--- config.mk ---
export PLATFORM = sky130hd
export DESIGN_NAME = toggle_rx
export DESIGN_NICKNAME = d
export VERILOG_FILES = /design/src/rtl/toggle_rx.sv
export SDC_FILE = /design/constraint.sdc
export NUM_CORES = 1
export LEC_CHECK = 0
export ABC_CLOCK_PERIOD_IN_PS = 2100
export BUFFER_PORTS_ARGS = -buffer_cell sky130_fd_sc_hd__buf_4
export CORE_UTILIZATION = 50
export CTS_BUF_LIST = sky130_fd_sc_hd__clkbuf_4 sky130_fd_sc_hd__clkbuf_8
export CTS_CLUSTER_SIZE = 28
export DETAILED_ROUTE_END_ITERATION = 7
export HOLD_SLACK_MARGIN = 0.02
export PLACE_DENSITY = 0.76
export SETUP_SLACK_MARGIN = 0.15
export SYNTH_ARGS = -nofsm -noshare
export SYNTH_HDL_FRONTEND = slang
export SYNTH_SLANG_ARGS = --single-unit
--- constraint.sdc ---
create_clock -name clk -period 2.1 [get_ports clk]
set_clock_uncertainty 0.15 [all_clocks]
set_input_delay 0.21 -clock clk [delete_from_list [all_inputs] [get_ports clk]]
set_output_delay 0.21 -clock clk [all_outputs]
set_load 0.1 [all_outputs]
--- src/rtl/toggle_rx.sv ---
// Toggle-handshake receiver with a 2-entry output FIFO.
// Define TOGGLE_RX_SYNC_EN to pass t_in through a 2-flop synchronizer.
module toggle_rx (
  input  logic       clk,
  input  logic       rst_n,
  input  logic       t_in,
  input  logic [7:0] data_in,
  output logic       ack_t,
  output logic       out_valid,
  input  logic       out_ready,
  output logic [7:0] out_data,
  output logic [7:0] evt_count,
  output logic       overrun
);

  logic t_s;

`ifdef TOGGLE_RX_SYNC_EN
  logic s1;
  logic s2;

  always_ff @(posedge clk or negedge rst_n) begin
    if (!rst_n) begin
      s1 <= 1'b0;
      s2 <= 1'b0;
    end else begin
      s1 <= t_in;
      s2 <= s1;
    end
  end

  assign t_s = s2;
`else
  assign t_s = t_in;
`endif

  logic [1:0] cnt;
  logic [7:0] tail;
  logic       trk;
  logic       armed;
  logic       pending;
  logic       pop;
  logic       accept;

  assign pending   = (t_s != ack_t);
  assign out_valid = (cnt != 2'd0);
  assign pop       = out_valid & out_ready;
  assign accept    = pending & ((cnt != 2'd2) | pop);

  // armed: a request was pending last edge and is still unacked
  always_ff @(posedge clk or negedge rst_n) begin
    if (!rst_n) begin
      ack_t     <= 1'b0;
      evt_count <= 8'h00;
      overrun   <= 1'b0;
      trk       <= 1'b0;
      armed     <= 1'b0;
    end else begin
      ack_t     <= ack_t ^ accept;
      evt_count <= evt_count + {7'd0, accept};
      armed     <= pending & ~accept;
      if (pending)
        trk <= t_s;
      if (armed && (t_s != trk))
        overrun <= 1'b1;
    end
  end

  // out_data is the head register; tail holds the second word
  always_ff @(posedge clk or negedge rst_n) begin
    if (!rst_n) begin
      cnt      <= 2'd0;
      out_data <= 8'h00;
      tail     <= 8'h00;
    end else begin
      unique case (1'b1)
        (cnt == 2'd0): begin
          if (accept) begin
            out_data <= data_in;
            cnt      <= 2'd1;
          end
        end
        (cnt == 2'd1): begin
          if (accept && pop) begin
            out_data <= data_in;
          end else if (accept) begin
            tail <= data_in;
            cnt  <= 2'd2;
          end else if (pop) begin
            cnt <= 2'd0;
          end
        end
        default: begin
          if (pop) begin
            out_data <= tail;
            if (accept)
              tail <= data_in;
            else
              cnt <= 2'd1;
          end
        end
      endcase
    end
  end

endmodule

After elaboration in Yosys (flattened, before gate mapping) --
Cells that the tools add are included.
Word-level totals: output and inout port bits 19, bits of input ports 12, register bits after elaboration 30, RAM bits 0, word-level logic and storage cells 49, latch bits 0, memories 0, memory bits (read-only) 0
Cells by class: $add $sub $neg 1, equality and inequality tests 9, magnitude comparators 0, divide/modulo/power cells 0, reduce and logical (&&, ||, !) cells 9, mux-type cells 15, shifts and indexed selects 0, multipliers 0, bitwise logic cells 7
Operator list (number):
- 8-bit 2-to-1 mux | 6
- 8-bit one-hot mux with 2 select lines | 2
- 2-bit 2-to-1 mux | 6
- 8-bit by 1-bit adder with 8-bit output | 1
- 2-bit != test, second input constant | 3
- 3-bit AND reduction | 2
- 5-bit AND reduction | 1
- 2-bit one-hot mux with 2 select lines | 1
- 2-bit nonzero test | 2
- 1-bit AND | 3
- 3-bit by 1-bit != test with 1-bit output, second input constant | 1
- 3-bit != test, second input constant | 1
- 3-bit nonzero test | 1
- 2-bit by 1-bit == test with 1-bit output, second input constant | 1
- 1-bit logical AND | 2
- 2-bit logical NOT | 1
- 1-bit != test | 2
- 2-bit by 1-bit != test with 1-bit output, second input constant | 1
- 1-bit inverter | 2
- 1-bit bitwise OR | 1
- 1-bit XOR | 1

Depth between registers and ports, before layout --
depth after elaboration 7, mapped depth 9, mapped depth without buffers 8

Least setup slack after synthesis --
No wires, ideal clock.
kind register to register, from reg (tool-made name), to reg evt_count[6], arrival 2354 ps, buffers on the path 1, cell stages (with the launch flop) 9, period minus slack after synthesis 2662 ps, required time 1792 ps, slack -562 ps, library setup time 158 ps, cells stage by stage dfrtp_1 > xnor2_4 > buf_6 > nor2_1 > ha_1 > ha_1 > and3_1 > nand3_1 > xnor2_1
RTL lines:
- end signal, assigned | RTL line 60 | evt_count <= evt_count + {7'd0, accept};
- end, declared | RTL line 12 | output logic [7:0] evt_count,

Worst setup path in the final report --
from reg cnt[1], to out out_valid
On the way: word-level cells in the longest chain between the ends 1
RTL lines:
- start, declared | RTL line 37 | logic [1:0] cnt;
- start signal, assigned | RTL line 72 | cnt <= 2'd0;
- start signal, assigned | RTL line 80 | cnt <= 2'd1;
- start signal, assigned | RTL line 88 | cnt <= 2'd2;
- 2-bit nonzero test | RTL line 46 | assign out_valid = (cnt != 2'd0);
- end, declared | RTL line 9 | output logic out_valid,
Every way passes these cells.

==> metrics.md <==
| Metric | Value |
|---|---|
| Root Driver | `clkbuf_4` |
| Cell Rows | `20` |
| Fraction of registers with async set/reset | `100%` |
| First DRT Iteration DRCs | `81` |
| Maximum achievable frequency | `550 MHz` |
| Grt ovf | `0` |
| Synthesized area | `1700 µm²` |
| Routed vias | `1458` |
| Yosys cell types | `37` |
| Share of cells above drive strength 1 | `26.9%` |
| Number of H-tree levels | `2` |
| Synthesis-stage register bit count | `30` |
| Wl on met1 | `1630 µm` |
| Worst setup SP type | `flop` |
| Clk pin slew, worst setup/hold paths | `0.09 ns` |
| Status | `completed` |
| Mapped Cells | `170` |
| ANT cells | `0` |
| Avg WL per Cell | `15.2 µm` |
| Initial Util | `54.3%` |
| Met3 wire length | `232 µm` |
| CTS buffer count | `5` |
| Initial DRT Pass Iterations | `4` |
| Tmin final | `1.82 ns` |
| Worst-skew pair later-pin latency | `0.32 ns` |
| Finished Cell Area | `2150 µm²` |
| CP Data Required Time | `1.74 ns` |
| Avg Cell Area, Syn | `9.99 µm²` |
| Die X | `60.3 µm` |
| Filler Cells Inserted | `253` |
| Crit-path cells | `buf_4 -> nor2_4 -> inv_1 -> buf_4` |
| Post-DRT Antenna Nets | `0` |
| Drt total wl | `3820 µm` |
| First-pass GRT wire length | `6130 µm` |
| Max Used Layer | `met4` |
| CTS sink count | `30` |
| Global-route usage over all layers | `22.9%` |
| Final hold vios | `0` |
| Slew Limit Fails | `0` |
| Seq/Total Area, Yosys | `44.2%` |
| Final setup vio count | `0` |
| RD Place Congestion | `0.851` |
| Core Area | `3130 µm²` |
| Buffers on Ports | `30` |
| CTS tree | `built` |
| Setup TNS | `0 ns` |
| Max Cap Violations | `0` |
| Area grow syn2layout | `26.4%` |
| Max FO, Critical Path | `26` |
| Initial antenna violation count | `0` |
| Chip Height | `60.3 µm` |
| Slowest Stage Delay on Critical Path | `0.38 ns` |
| Drt via density | `5.79` |
| Actual slew at the worst max-slew pin | `0.820 ns` |
| Commonest non-fill, non-tap cells in the layout | `buf_4 (34), dfrtp_1 (29), nor2b_1 (15)` |
| Residual DRC | `0` |
| Final net count | `222` |
| Fin util | `68.6%` |
| Unrepaired setup endpoints after global routing | `false` |
| Placed instance count | `234` |
| DP Area | `1970 µm²` |
| Met2 wire len | `1880 µm` |
| Post-route insts no fill | `252` |
| CP endpoint kind | `primary output` |
| Most used cell, CP | `buf_4` |
| Number of synthesized flops with an enable pin | `0` |
| Clock Path Buffers | `2` |
| Most common cell after layout, fill and taps aside | `buf_4` |
| Synth Net Count | `185` |
| Io pins | `31` |
| CP max-delay cell | `dfrtp_1` |
| Synth warn | `0` |
| Critical Path AT | `1.46 ns` |
| Final clock period utilization by the worst path | `86.6%` |
| DP HPWL | `2520 µm` |
| Vias in the first global route | `1372` |
| Type of the worst setup path | `reg2out` |
| Largest net degree at the start of global routing | `31` |
| Ys flop type | `dfrtp_1` |
| Hold Path Class | `in2reg` |
| Die area | `3630 µm²` |
| Slew Limit Headroom | `45.2%` |
metal layers:
metal | vias up | GRT usage, %
met2 | 53 | 38.0
met5 | - | 0
met3 | 10 | 4.33
met4 | 0 | 11.0
met1 | 703 | 28.5
li1 | 692 | -
Yosys cell counts, types with 2 or more instances:
library cell	number	area, µm²
nor2b_1	15	93.8
o2bb2ai_1	9	78.8
a211oi_1	8	60.1
a22oi_1	3	22.5
nor3_1	9	45.0
clkbuf_1	4	15.0
nor2_1	12	45.0
nor4_1	4	25.0
nand2b_1	2	12.5
and3_1	2	12.5
clkbuf_2	3	15.0
buf_2	4	20.0
buf_6	2	22.5
nand2_1	6	22.5
xnor2_1	4	35.0
ha_1	3	37.5
o211ai_1	4	30.0
o41ai_1	4	35.0
nand4b_1	4	35.0
inv_1	2	7.51
dfrtp_1	30	751
xor2_1	3	26.3
a21oi_1	3	15.0
nor4_2	4	50.1
nand3_1	14	70.1
layout make-up:
type                       count  area, µm²  share of cell area, %
timing repair buffer          44        355                   16.6
clock buffer                   7       58.8                   2.74
inverter                       3       11.3                  0.525
tap                           44       55.1                   2.57
sequential                    30        754                   35.2
multi-input combinational    123        906                   42.2
clock inverter                 1       5.00                  0.233
worst paths after layout:
| kind | startpoint | endpoint | slack, ns | cells past startpoint |
|---|---|---|---|---|
| setup / recovery | cnt[1] | out_valid | 0.28 | 4 |
| min in group asynchronous | rst_n | evt_count[5] | 0.19 | 2 |
| setup reg to reg | cnt[0] | out_data[1] | 0.33 | 3 |
| max in group asynchronous | rst_n | async pin | 1.29 | 2 |
| hold / removal | t_in | flop | 0.08 | 2 |
| hold reg to reg | armed | overrun | 0.31 | 1 |
repair_timing:
action,in CTS,in global routing
hold buffers,9,1
gates resized for setup,1,1
endpoints found under the setup margin,1,1
setup buffers,0,0
endpoints found under the hold margin,38,1
per-stage QoR:
step | hold WS [ns] | worst slack, ns
floorplan | -0.236 | -0.0364
global placement | 0.00792 | 0.395
detailed placement | 0.0122 | 0.344
CTS | 0.0220 | 0.233
global route | 0.0862 | 0.192
finish | 0.0765 | 0.281
sequential cells by signal, summed over array words and instances (netlist names), named ones only:
register	flops
armed	1
cnt	2
evt_count	8
out_data	8
overrun	1
tail	8
trk	1
cells by family (layout without fill, tap and decap cells):
logic type                 after synthesis  count (layout)  share of synthesized area, %
and+or+nand+nor                         76              76                          25.8
AOI/OAI and AO/OA                       33              33                          15.0
DFF                                     30              30                          44.2
buffers and inverters                   17              55                          5.38
xor gates and xnor gates                 9               9                          6.19
adders and majority gates                4               4                          2.80
muxes                                    1               1                         0.663
worst max-delay path: cells and delay by family, from the launching register on:
family	cells	cell delay, ns
buf+inv	3	0.66
simple gates	1	0.10
flops	1	0.38
Power is left out: the tool's default activity adds up to more than one toggle a clock period on the data nets, which glitch-free logic cannot reach.
